`config.mk`:
```
export PLATFORM = sky130hd
export DESIGN_NAME = gpr_wport_arb
export DESIGN_NICKNAME = d
export VERILOG_FILES = /design/src/rtl/gpr_wport_arb.sv
export SDC_FILE = /design/constraint.sdc
export NUM_CORES = 1
export LEC_CHECK = 0
export CORE_MARGIN = 4
export CORE_UTILIZATION = 43
export DETAILED_ROUTE_END_ITERATION = 10
export GPL_TIMING_DRIVEN = 0
export HOLD_SLACK_MARGIN = 0.12
export PLACE_DENSITY = 0.86
export SLEW_MARGIN = 20
export SYNTH_ARGS = -nofsm -noshare
export SYNTH_HDL_FRONTEND = slang
export SYNTH_SLANG_ARGS = --single-unit
export TNS_END_PERCENT = 10
```
`constraint.sdc`:
```
create_clock -name clk -period 6.39 [get_ports clk]
set_clock_uncertainty 0.05 [all_clocks]
set_input_delay 0.9585 -clock clk [delete_from_list [all_inputs] [get_ports clk]]
set_output_delay 0.9585 -clock clk [all_outputs]
set_load 0.05 [all_outputs]
```
`src/rtl/gpr_wport_arb.sv`:
```
`default_nettype none
// ============================================================================
// Module      : gpr_wport_arb
// Description : Round-robin arbiter for the single GPR write port shared by
//               the ALU, load and flag requesters. The winner is registered
//               onto the register-file write port one cycle after its grant.
// Revision    : 1.0 - initial release
// ============================================================================
module gpr_wport_arb #(
  parameter int DW = 32,
  parameter int AW = 5,
  parameter int CW = 16
) (
  input  logic          clk,
  input  logic          rst,     // asynchronous, active-low
  input  logic [2:0]    req,
  input  logic [AW-1:0] addr0,
  input  logic [AW-1:0] addr1,
  input  logic [AW-1:0] addr2,
  input  logic [DW-1:0] data0,
  input  logic [DW-1:0] data1,
  input  logic [DW-1:0] data2,
  output logic [2:0]    gnt,
  output logic          gpr_wr,
  output logic [AW-1:0] gpr_wa,
  output logic [DW-1:0] gpr_wd,
  output logic          busy,
  output logic [CW-1:0] wr_cnt
);

  localparam logic [CW-1:0] CNT_MAX = {CW{1'b1}};

  logic [1:0]    ptr;
  logic [1:0]    ptr_eff;
  logic [1:0]    cand0;
  logic [1:0]    cand1;
  logic [1:0]    cand2;
  logic [1:0]    win;
  logic          win_vld;
  logic [AW-1:0] win_addr;
  logic [DW-1:0] win_data;
  logic          commit;
  logic          multi_req;

  // Search order starting at the pointer; an illegal pointer of 3 acts as 0.
  always_comb begin
    ptr_eff = (ptr == 2'd3) ? 2'd0 : ptr;
    cand0   = ptr_eff;
    cand1   = (ptr_eff == 2'd2) ? 2'd0 : 2'(ptr_eff + 2'd1);
    cand2   = (ptr_eff == 2'd0) ? 2'd2 : 2'(ptr_eff - 2'd1);
  end

  // Pick the first requester in search order; grants are suppressed in reset.
  always_comb begin
    win     = 2'd0;
    win_vld = 1'b0;
    gnt     = 3'b000;
    if (rst) begin
      if (req[cand0]) begin
        win     = cand0;
        win_vld = 1'b1;
      end else if (req[cand1]) begin
        win     = cand1;
        win_vld = 1'b1;
      end else if (req[cand2]) begin
        win     = cand2;
        win_vld = 1'b1;
      end
      if (win_vld) begin
        gnt[win] = 1'b1;
      end
    end
  end

  // Route the winner's address and data toward the output register.
  always_comb begin
    win_addr = addr0;
    win_data = data0;
    case (win)
      2'd1: begin
        win_addr = addr1;
        win_data = data1;
      end
      2'd2: begin
        win_addr = addr2;
        win_data = data2;
      end
      default: begin
        win_addr = addr0;
        win_data = data0;
      end
    endcase
  end

  // Writes to r0 are accepted (releasing the requester) but never committed.
  always_comb begin
    commit    = win_vld && (win_addr != '0);
    multi_req = ({1'b0, req[0]} + {1'b0, req[1]} + {1'b0, req[2]}) >= 2'd2;
  end

  // Pointer, output port register, busy flag and saturating write counter.
  always_ff @(posedge clk or negedge rst) begin
    if (!rst) begin
      ptr    <= 2'd0;
      gpr_wr <= 1'b0;
      gpr_wa <= '0;
      gpr_wd <= '0;
      busy   <= 1'b0;
      wr_cnt <= '0;
    end else begin
      if (win_vld) begin
        ptr    <= (win == 2'd2) ? 2'd0 : 2'(win + 2'd1);
        gpr_wa <= win_addr;
        gpr_wd <= win_data;
      end
      gpr_wr <= commit;
      busy   <= multi_req;
      if (commit && (wr_cnt != CNT_MAX)) begin
        wr_cnt <= wr_cnt + 1'b1;
      end
    end
  end

endmodule
`default_nettype wire
```
==> flow_metrics.env, run 1 <==
export IMPL_outcome="complete, no violations"
export IMPL_drive_gt1_share_pct=9.30
export IMPL_arrival_ns=3.57
export IMPL_critPathCaptureType="output port"
export IMPL_start_util_pct=45.4
export IMPL_cts_root_buffer="clkbuf_8"
export IMPL_die_h_um=96.5
export IMPL_dpl_cell_count=642
export IMPL_post_route_period_util_pct=71.6
export IMPL_crit_fanout=10
export IMPL_final_nets=680
export IMPL_drt_pass1_iter_count=4
export IMPL_vias=3585
export IMPL_grt_pass1_wl_um=18000
export IMPL_finalWorstSetupSlack_ns=1.82
export IMPL_maxSlewViolCount=0
export IMPL_ios=174
export IMPL_hpwl_um=9190
export IMPL_top_layer="met4"
export IMPL_clockBufferDepth=2
export IMPL_cts_resized=0
export IMPL_finalCriticalPeriod_ns=4.57
export IMPL_synth_edf_count=0
export IMPL_ys_seq_area_share_pct=42.4
export IMPL_syn_inst=369
export IMPL_worstMarginPinSlew_ns=0.585
export IMPL_hold_viol=0
export IMPL_wl_per_cell_um=18.1
export IMPL_clk_insertion_delay_late_ns=0.34
export IMPL_yosysTopAreaCellShare_pct=42.4
export IMPL_syn_area_um2=3360
export IMPL_first_global_vias=3622
export IMPL_powerDensity_nw_per_um2=460
export IMPL_viasPerCell=5.45
export IMPL_drc=0
export IMPL_die_area_um2=9300
export IMPL_total_power_mw=2.50
export IMPL_max_freq_mhz=219
export IMPL_overflow=0
export IMPL_detailedPlace_worstSlack_ns=1.85
export IMPL_clock_sinks=57
export IMPL_rows=31
export IMPL_final_util_pct=73.4
export IMPL_synth_flop_cell="dfrtp_1"
export IMPL_die_w_um=96.5
export IMPL_grt_total_usage_pct=25.6
export IMPL_h_tree_depth=3
export IMPL_drt_iter0_drc=135
export IMPL_cp_start_kind="input pin"
export IMPL_critical_path_class="in -> out"
export IMPL_ant_nets=0
export IMPL_cts_hold_buffers=0
export IMPL_route_met2_wl_um=5900
export IMPL_crit_required_ns=5.38
export IMPL_syn_to_final_growth_pct=61.7
export IMPL_ir_drop_mv=0.329
export IMPL_design_area_um2=5440
export IMPL_stdcell_count=658
export IMPL_finalSetupViolCount=0
export IMPL_hp_class="in -> async"
export IMPL_tritoncts="yes"
export IMPL_cap_violations=0
export IMPL_cts_setup_buffers=0
export IMPL_synth_seq_cells=57
export IMPL_portBuffers=173
export IMPL_ys_types=46
export IMPL_routed_wl_um=11900
export IMPL_wl_met3_um=922
export IMPL_syn_num_nets=495
export IMPL_relSlewSlack_pct=61.0
export IMPL_yosysTopAreaCell="dfrtp_1"
export IMPL_numCtsBuffers=9
export IMPL_coreArea_um2=7410
export IMPL_grt_max_degree=64
export IMPL_synthTopCellsByArea="dfrtp_1 (42%), a22oi_1 (7.8%), o21ai_0 (5.1%)"
export IMPL_ys_async_sr_fraction_pct=100
export IMPL_placed_area_um2=5250
export IMPL_antenna_found_initial=0
export IMPL_synth_warnings=0
export IMPL_wl_met1_um=4550
export IMPL_clk_pin_slew_ns=0.06
export IMPL_setup_tns_ns=0
export IMPL_rsz0062_at_grt="false"
export IMPL_syn_area_per_cell_um2=9.12
export IMPL_antennaDiodeCount=0
export IMPL_place_congestion=0.888
export IMPL_hold_ws_ns=0.353
export IMPL_p_leak_nw=2.20
==> registers in the layout (all words and copies together), names as in the netlist <==
| register | cells |
|---|---|
| ptr | 2 |
| busy | 1 |
| gpr_wr | 1 |
| wr_cnt | 16 |
| gpr_wa | 5 |
| gpr_wd | 32 |
==> critical path: stages <==
cell,delay (ns)
clkdlybuf4s50_1,0.52
a221o_1,0.35
o32ai_1,0.13
a21bo_1,0.17
buf_6,0.14
clkbuf_1,0.33
inv_1,0.07
and3b_1,0.19
clkdlybuf4s50_1,0.70
==> layout by cell type, fill, tap and decap left out, types with 3 or more instances in the layout <==
master / instances
ha_1: 10
and2_1: 3
and3_1: 4
a21oi_1: 33
buf_2: 6
a22oi_1: 35
o21ai_0: 34
dfrtp_1: 57
inv_1: 6
nand2_1: 43
clkbuf_1: 14
clkinv_2: 4
buf_1: 3
nand3_1: 8
nor4_2: 11
clkbuf_8: 10
buf_6: 5
xor2_1: 14
o21ai_1: 3
clkdlybuf4s50_1: 172
mux2_2: 5
nor2_1: 36
nor2b_1: 7
==> synthesized netlist by cell type (4+ instances only) <==
| library cell | instances |
|---|---|
| xor2_1 | 14 |
| nand2_1 | 43 |
| a22oi_1 | 35 |
| nand3_1 | 8 |
| nor2_1 | 36 |
| nor2b_1 | 7 |
| dfrtp_1 | 57 |
| and3_1 | 4 |
| a21oi_1 | 33 |
| buf_2 | 6 |
| clkbuf_1 | 14 |
| mux2_2 | 5 |
| nor4_2 | 11 |
| buf_6 | 5 |
| o21ai_0 | 34 |
| ha_1 | 10 |
| inv_1 | 6 |
==> area by class of cell <==
type                       instances  area [um^2]
inverter                           6         22.5
timing repair buffer             174         1760
buffer                            29          158
multi-input combinational        277         1760
clock inverter                     6         57.6
tap                               99          124
fill                             553         1970
sequential                        57         1430
clock buffer                      10          138
==> worst paths after layout <==
check	from	to	slack, ns	depth (start not counted)
setup / recovery	req[2]	gnt[0]	1.82	9
hold / removal	rst	gpr_wd[20]	0.35	1
setup reg to reg	ptr[0]	wr_cnt[1]	2.60	14
hold reg to reg	gpr_wd[15]	gpr_wd[15]	0.43	2
max in group asynchronous	rst	wr_cnt[15]	5.46	2
min in group clk	gpr_wd[15]	gpr_wd[15]	0.43	2
==> cell families (layout without fill, tap and decap cells) <==
family / count (synthesis) / count (layout) / synth area share [%]
simple gates: 126 / 126 / 20.3
compound gates: 118 / 118 / 21.3
flops: 57 / 57 / 42.4
buf+inv: 35 / 225 / 5.36
xor+xnor: 15 / 15 / 3.90
fa+ha+maj: 10 / 10 / 3.72
mux: 8 / 8 / 2.97
==> per-layer routing <==
layer	global-route usage, %	up-vias
li1	-	1689
met1	31.4	1709
met2	41.3	150
met3	5.89	37
met4	14.4	0
met5	0	-
==> where the power goes <==
part / leakage [nW] / switching (mW) / total [mW] / internal, mW
combinational: 1.39 / 1.01 / 1.55 / 0.544
clock: 0.102 / 0.149 / 0.336 / 0.188
sequential: 0.708 / 0.109 / 0.616 / 0.507
No activity file was read; power rests on OpenSTA's default activity.
==> inputs of run 2 (changes only) <==
--- a/config.mk
+++ b/config.mk
@@ -6,11 +6,11 @@
 export NUM_CORES = 1
 export LEC_CHECK = 0
 export CORE_MARGIN = 4
-export CORE_UTILIZATION = 43
+export CORE_UTILIZATION = 36
 export DETAILED_ROUTE_END_ITERATION = 10
 export GPL_TIMING_DRIVEN = 0
 export HOLD_SLACK_MARGIN = 0.12
-export PLACE_DENSITY = 0.86
+export PLACE_DENSITY = 0.77
 export SLEW_MARGIN = 20
 export SYNTH_ARGS = -nofsm -noshare
 export SYNTH_HDL_FRONTEND = slang
==> constraint.sdc (replaced) <==
create_clock -name clk -period 4 [get_ports clk]
set_clock_uncertainty 0.05 [all_clocks]
set_input_delay 0.6 -clock clk [delete_from_list [all_inputs] [get_ports clk]]
set_output_delay 0.6 -clock clk [all_outputs]
set_load 0.05 [all_outputs]
==> flow_metrics.env, run 2 (synthesis results as in run 1) <==
export IMPL_ant_nets=0
export IMPL_clock_sinks=57
export IMPL_drive_gt1_share_pct=9.98
export IMPL_clk_insertion_delay_late_ns=0.33
export IMPL_cap_violations=0
export IMPL_numCtsBuffers=9
export IMPL_mostFrequentLayoutCell="clkdlybuf4s50_1"
export IMPL_finalSetupViolCount=0
export IMPL_grt_total_usage_pct=20.5
export IMPL_maxSlewViolCount=0
export IMPL_critical_path_class="in -> out"
export IMPL_mostFrequentLayoutCells="clkdlybuf4s50_1 (172), dfrtp_1 (57), nand2_1 (43)"
export IMPL_regMostFlops="gpr_wd"
export IMPL_place_congestion=0.808
export IMPL_reg_top3="gpr_wd: 32 flops, wr_cnt: 16 flops, gpr_wa: 5 flops"
export IMPL_worstMarginPinSlew_ns=0.729
export IMPL_setup_tns_ns=0
export IMPL_antenna_found_initial=0
export IMPL_cts_root_buffer="clkbuf_8"
export IMPL_relSlewSlack_pct=51.4
export IMPL_ir_drop_mv=0.373
export IMPL_clk_pin_slew_ns=0.07
export IMPL_rows=35
export IMPL_grt_pass1_wl_um=18100
export IMPL_die_w_um=105
export IMPL_p_leak_nw=2.21
export IMPL_largest_reg_flops=32
export IMPL_cp_start_kind="input pin"
export IMPL_crit_required_ns=3.35
export IMPL_hold_viol=0
export IMPL_drt_iter0_drc=131
export IMPL_powerDensity_nw_per_um2=739
export IMPL_routed_wl_um=11400
export IMPL_wl_per_cell_um=16.9
export IMPL_antennaDiodeCount=0
export IMPL_hpwl_um=8740
export IMPL_die_h_um=105
export IMPL_start_util_pct=36.8
export IMPL_h_tree_depth=3
export IMPL_viasPerCell=5.22
export IMPL_post_route_period_util_pct=92.9
export IMPL_syn_to_final_growth_pct=63.6
export IMPL_hp_class="in -> async"
export IMPL_coreArea_um2=9150
export IMPL_final_nets=682
export IMPL_die_area_um2=11000
export IMPL_finalCriticalPeriod_ns=3.71
export IMPL_critPathCaptureType="output port"
export IMPL_drc=0
export IMPL_rsz0062_at_grt="false"
export IMPL_hold_ws_ns=0.144
export IMPL_clockBufferDepth=2
export IMPL_drt_pass1_iter_count=5
export IMPL_arrival_ns=3.06
export IMPL_ios=174
export IMPL_portBuffers=173
export IMPL_grt_max_degree=35
export IMPL_outcome="complete, no violations"
export IMPL_nFillCells=792
export IMPL_crit_fanout=10
export IMPL_first_global_vias=3549
export IMPL_overflow=0
export IMPL_vias=3511
export IMPL_tritoncts="yes"
export IMPL_max_freq_mhz=269
[run 2: cell count changes in the layout (fill, tap and decap cells not counted)]
cell | before | now
clkinvlp_4 | 1 | 3
buf_4 | 2 | 4
clkinv_4 | 0 | 1
bufinv_16 | 1 | 2
buf_12 | 0 | 1
clkbuf_2 | 0 | 1
a221oi_2 | 0 | 1
clkbuf_1 | 14 | 13
clkinv_2 | 4 | 0
a221oi_1 | 2 | 1
buf_16 | 1 | 0
[run 2: path summary, 6_finish.rpt]
| path | from | endpoint | slack [ns] | cells past startpoint |
|---|---|---|---|---|
| setup reg to reg | ptr[0] | wr_cnt[1] | 0.33 | 14 |
| hold reg to reg | gpr_wd[4] | gpr_wd[4] | 0.43 | 2 |
| hold / removal | rst | gpr_wd[31] | 0.14 | 1 |
| setup / recovery | req[1] | gnt[0] | 0.29 | 9 |
| min in group clk | gpr_wd[4] | gpr_wd[4] | 0.43 | 2 |
| max in group asynchronous | rst | wr_cnt[9] | 3.25 | 2 |
[run 2: routing by layer]
layer / vias up / global-route usage, % / share of wire (%)
met5: - / 0 / 0
met2: 120 / 35.4 / 52
met4: 0 / 6.56 / 0.81
li1: 1692 / - / -
met1: 1689 / 25.9 / 41
met3: 10 / 3.89 / 6.5
[run 2: per-stage QoR]
step | total power [mW] | instance area (um^2) | util [%] | std cells | worst slack [ns]
floorplan | 2.57 | 3360 | - | 369 | 0.744
global placement | 3.41 | 5240 | 57.2 | 653 | -1.79
detailed placement | 3.47 | 5250 | 57.4 | 654 | -0.153
CTS | 4.09 | 5480 | 59.9 | 670 | 0.0955
global route | 4.31 | 5500 | 60.1 | 672 | 0.0234
finish | 4.07 | 5500 | 60.1 | 672 | 0.286
[run 2: report_power, final]
group	switching, mW	internal [mW]	leakage, nW
sequential	0.169	0.810	0.708
combinational	1.60	0.876	1.40
clock	0.241	0.368	0.105
[run 2: final cells by class]
type / count / area, um^2 / share of cell area, %
multi-input cells: 277 / 1760 / 32.1
clock inverters: 6 / 91.3 / 1.66
clock buffers: 10 / 138 / 2.50
plain buffers: 29 / 159 / 2.89
inverters: 6 / 22.5 / 0.409
flip-flops and latches: 57 / 1430 / 25.9
well taps: 111 / 139 / 2.52
repair buffers: 176 / 1760 / 32.1
[run 2: repair_timing]
item | 4_1_cts | 5_1_grt
gates resized for setup | 0 | 3
hold buffers | 0 | 0
setup endpoints to repair | 0 | 12
hold endpoints to repair | 0 | 0
buffers inserted | 0 | 2
[run 2: critical path, cell delays in order]
cell	delay (ns)
clkdlybuf4s50_1	0.52
mux2_4	0.32
mux2i_2	0.17
a21bo_1	0.15
buf_6	0.14
clkbuf_2	0.23
inv_1	0.05
and3b_1	0.18
clkdlybuf4s50_1	0.70
==> variant 1, RTL diff (config.mk and constraints of run 1) <==
The parameter `AW` goes from 5 to 6.
--- a/src/rtl/gpr_wport_arb.sv
+++ b/src/rtl/gpr_wport_arb.sv
@@ -9,5 +9,5 @@
 module gpr_wport_arb #(
   parameter int DW = 32,
-  parameter int AW = 5,
+  parameter int AW = 6,
   parameter int CW = 16
 ) (
Interface: changed (resized addr0, addr1, addr2 and gpr_wa); port bits go from 174 to 178. The function was not compared with the original's and may differ.
==> variant 1 against run 1 <==
Worst setup slack worse by 0.14 ns. Sequential cell count increased by 1. Global-route usage is essentially flat. Wire length increased by 2.9%. Synthesized area rose by 4.0%. Total power is 0.69% higher. Critical path depth up 7. Design area grew 3.1%.
==> variant 1: results (changes against run 1) <==
| Metric | Value |
|---|---|
| Mapped Cells | `375 (+1.6%)` |
| GPL Wtd Cong | `0.927 (+4.4%)` |
| Non-CTS buffers | `206 (+1.5%)` |
| Fmax | `0.212 GHz (-3.0%)` |
| Port-buffer cells | `177 (+2.3%)` |
| Gr usage total | `25.6% (+0.035 points)` |
| Post-Layout Cell Count | `669 (+1.7%)` |
| Avg WL per Cell | `18.3 um (+1.2%)` |
| Worst vdd ir | `0.282 mV (-14%)` |
| Vias | `3630 (+1.3%)` |
| Synth cell count leaders | `dfrtp_1 (58), nor2_1 (38), a21oi_1 (35)` |
| Worst slew pin tran | `0.584 ns (-0.000399 ns)` |
| Critical Path Sink | `wr_cnt[7]$_DFFE_PN0P_` |
| Lkg Pwr | `2.25 nW (+2.7%)` |
| Sequential share of the synthesized area | `41.5% (-0.91 points)` |
| Reg power frac | `25.0% (+0.4 points)` |
| Synth cell types | `52 (+13%)` |
| Largest regs | `gpr_wd: 32 flops, wr_cnt: 16 flops, gpr_wa: 6 flops` |
| 1st-iter DRT viols | `160 (+19%)` |
| Number of flip-flops and latches | `58 (+1.8%)` |
| Worst Hold Class | `flop to flop` |
| Fraction of area in registers | `25.9% (-0.33 points)` |
| Pwr Total | `0.00252 W (+0.69%)` |
| Top post-synthesis cells by area | `dfrtp_1 (41%), a22oi_1 (6.9%), a21oi_1 (5.0%), nor2_1 (4.1%), nand2_1 (3.6%)` |
| Area of the multi-input gates | `0.00185 mm2 (+5.2%)` |
| First-pass GRT wire length | `19.7 mm (+9.7%)` |
| Placed Cells incl. Taps | `655 (+2.0%)` |
| R2R Setup Slk | `2.09 ns (-0.51 ns)` |
| Non-clk invs | `5 (-1)` |
| Clk pwr | `0.000332 W (-1%)` |
| Filler cells | `602 (+8.9%)` |
| DP Area | `0.00542 mm2 (+3.2%)` |
| Status | `finished clean` |
| Worst r2r src | `ptr[1]$_DFFE_PN0P_` |
| DP HPWL | `9.77 mm (+6.2%)` |
| Seq. cell area | `0.00145 mm2 (+1.8%)` |
| Clock network area share | `3.41% (-0.17 points)` |
| Setup WS pre-CTS | `1.38 ns (-0.465 ns)` |
| Data arrival, critical path | `4.86 ns (+1.29 ns)` |
| Ratio of cells with drive above 1 in the final layout | `11.6% (+2.3 points)` |
| Fin nets | `693 (+1.9%)` |
| Pin count of the biggest net entering global routing | `37 (-42%)` |
| Vias in the first global route | `3865 (+6.7%)` |
| TritonRoute pass-1 iters | `5 (+1)` |
| Hold_ws | `0.428 ns (+0.0752 ns)` |
| Non-clock buffer share | `35.1% (-0.085 points)` |
| #MultiIn Comb | `284 (+2.5%)` |
variant 1: cell types whose count changed in the layout (fill, tap and decap cells not counted), moves of 5 or more:
cell	change
clkbuf_1	-7
nand2_1	-9
nand2_2	+10
nor4_2	-5
o21ai_0	-31
o21ai_1	+18
o21ai_2	+11
variant 1: logic make-up after synthesis:
kind of cell,Yosys count,synth area share (%)
simple gates,129,20.4
compound gates,124,23.1
flops,58,41.5
buf+inv,33,5.65
xor+xnor,15,3.76
fa+ha+maj,10,3.58
mux,6,2.11
variant 1: per-layer routing:
metal  wire length, um  vias up  GRT usage, %  share of wire, %
met5                 0        -             0                 0
met4               288        0          10.3               2.3
met3               708       24          5.57               5.8
met2              6460      125          44.8                53
met1              4810     1745          30.5                39
li1                  -     1736             -                 -
==> variant 2, RTL diff (config.mk and constraints of run 1) <==
Without the edit above. Make the reset (`rst`) synchronous in one clocked block. Comments in the files are not updated.
--- a/src/rtl/gpr_wport_arb.sv
+++ b/src/rtl/gpr_wport_arb.sv
@@ -100,5 +100,5 @@
 
   // Pointer, output port register, busy flag and saturating write counter.
-  always_ff @(posedge clk or negedge rst) begin
+  always_ff @(posedge clk) begin
     if (!rst) begin
       ptr    <= 2'd0;
Formal check against the unedited RTL: differs if rst is asserted again (counterexample within 4 cycles, from zero or initial values and one cycle with rst low); with rst held inactive, the same outputs for 10 cycles.
==> variant 2 against run 1 <==
Synthesized area decreased by 1.9%. Wire length grew 7.1%. Utilization decreased by 0.55 points. Worst setup slack got worse by 0.18 ns. Register-to-register slack worse by 0.53 ns. Total power is 28% lower. Design area shrank 1.3%. Sequential cell count stayed put. Non-clock buffer count grew 6. Critical path type is now primary input to flop.
==> variant 2: results (changes against run 1) <==
| Metric | Value |
|---|---|
| Synth Area in Compound Gates | `26.1% (+4.7 points)` |
| Vias in the first global route | `3937 (+8.7%)` |
| Delay-heaviest family, CP | `compound AO/OA/AOI/OAI gates` |
| CP Class | `primary input to flop` |
| Top post-synthesis cells by area | `dfxtp_1 (35%), nand2_1 (15%), a22oi_1 (8.0%), a21oi_1 (6.8%), o21ai_0 (5.9%)` |
| Worst vdd ir | `0.170 mV (-48%)` |
| Fin nets | `764 (+12%)` |
| Setup WS pre-CTS | `1.38 ns (-0.470 ns)` |
| Placed Cells incl. Taps | `726 (+13%)` |
| Switch share | `46.8% (-3.7 points)` |
| Adder-Cell Fraction of Synth Area | `3.79% (+0.073 points)` |
| Data arrival, critical path | `4.91 ns (+1.34 ns)` |
| Post-Layout Cell Count | `742 (+13%)` |
| Syn nets | `580 (+17%)` |
| Worst r2r src | `ptr[0]$_SDFFE_PN0P_` |
| TritonRoute pass-1 iters | `5 (+1)` |
| Synth cell types | `45 (-2.2%)` |
| Status | `finished clean` |
| CP peak stage delay | `0.65 ns (-0.05 ns)` |
| Avg WL per Cell | `17.2 um (-5.1%)` |
| Share of flip-flops with an asynchronous set or reset | `0% (-100 points)` |
| Pin count of the biggest net entering global routing | `13 (-80%)` |
| Worst slew pin tran | `0.758 ns (+0.173 ns)` |
| GPL Wtd Cong | `0.918 (+3.4%)` |
| Top_reg_cell synth | `dfxtp_1` |
| 1st-iter DRT viols | `251 (+86%)` |
| First-pass GRT wire length | `19.0 mm (+5.7%)` |
| Ratio of cells with drive above 1 in the final layout | `4.67% (-4.6 points)` |
variant 2: path summary, 6_finish.rpt:
| check | end | slack [ns] | cells past startpoint |
|---|---|---|---|
| setup / recovery | wr_cnt[1]$_SDFFE_PN0P_ | 1.63 | 15 |
| hold / removal | gpr_wd[10]$_SDFFE_PN0P_ | 0.40 | 2 |
| setup reg to reg | wr_cnt[1]$_SDFFE_PN0P_ | 2.07 | 16 |
| hold reg to reg | gpr_wd[10]$_SDFFE_PN0P_ | 0.40 | 2 |
variant 2: power by group through the flow:
stage                     logic [W]  registers, W  clock network, W
after CTS                  0.000975      0.000474          0.000359
after global placement     0.000958      0.000478                 0
after global routing        0.00105      0.000483          0.000376
final                      0.000977      0.000475          0.000355
after detailed placement   0.000971      0.000482                 0
after floorplan            0.000382      0.000716                 0
variant 2: cell families after synthesis:
family | Yosys count
adder cells (fa/ha/maj) | 10
AND/OR/NAND/NOR | 191
buffers and inverters | 44
flip-flops | 57
multiplexers | 11
AO/OA/AOI/OAI | 141
variant 2: metal layers:
layer	GRT usage, %	share of wire [%]	routed length, um
met3	7.10	8.2	1050
met5	0	0	0
met2	46.7	50	6420
met1	32.3	39	4960
met4	8.06	2.6	337
variant 2: layout make-up:
class,instances,area (um2)
Timing Repair Buffer,173,1730
Tap cell,99,124
Fill cell,591,2000
Multi-Input combinational cell,353,1980
Clock buffer,10,138
Buffer,36,154
Clock inverter,6,72.6
Sequential cell,57,1140
Inverter,8,30.0
variant 2: worst reg2reg max path, stage by stage (launching register included):
cell and delay [ns]:
dfxtp_1 0.40, inv_1 0.08, ha_1 0.37, nor3b_1 0.07, o21ai_0 0.22, a21oi_1 0.10, o211a_1 0.28, o21ai_0 0.31
ha_1 0.20, clkbuf_1 0.44, a22oi_1 0.17, o21ai_0 0.41, nor4_2 0.15, buf_2 0.22, buf_6 0.16, o311ai_0 0.44
o31ai_1 0.13
variant 2: per-stage QoR:
step | util, % | cell area (um2) | hold WS, ns
floorplan | - | 3300 | 0.415
global placement | 69.9 | 5150 | 0.388
detailed placement | 69.9 | 5150 | 0.396
CTS | 72.8 | 5370 | 0.403
global route | 72.9 | 5370 | 0.416
finish | 72.9 | 5370 | 0.402
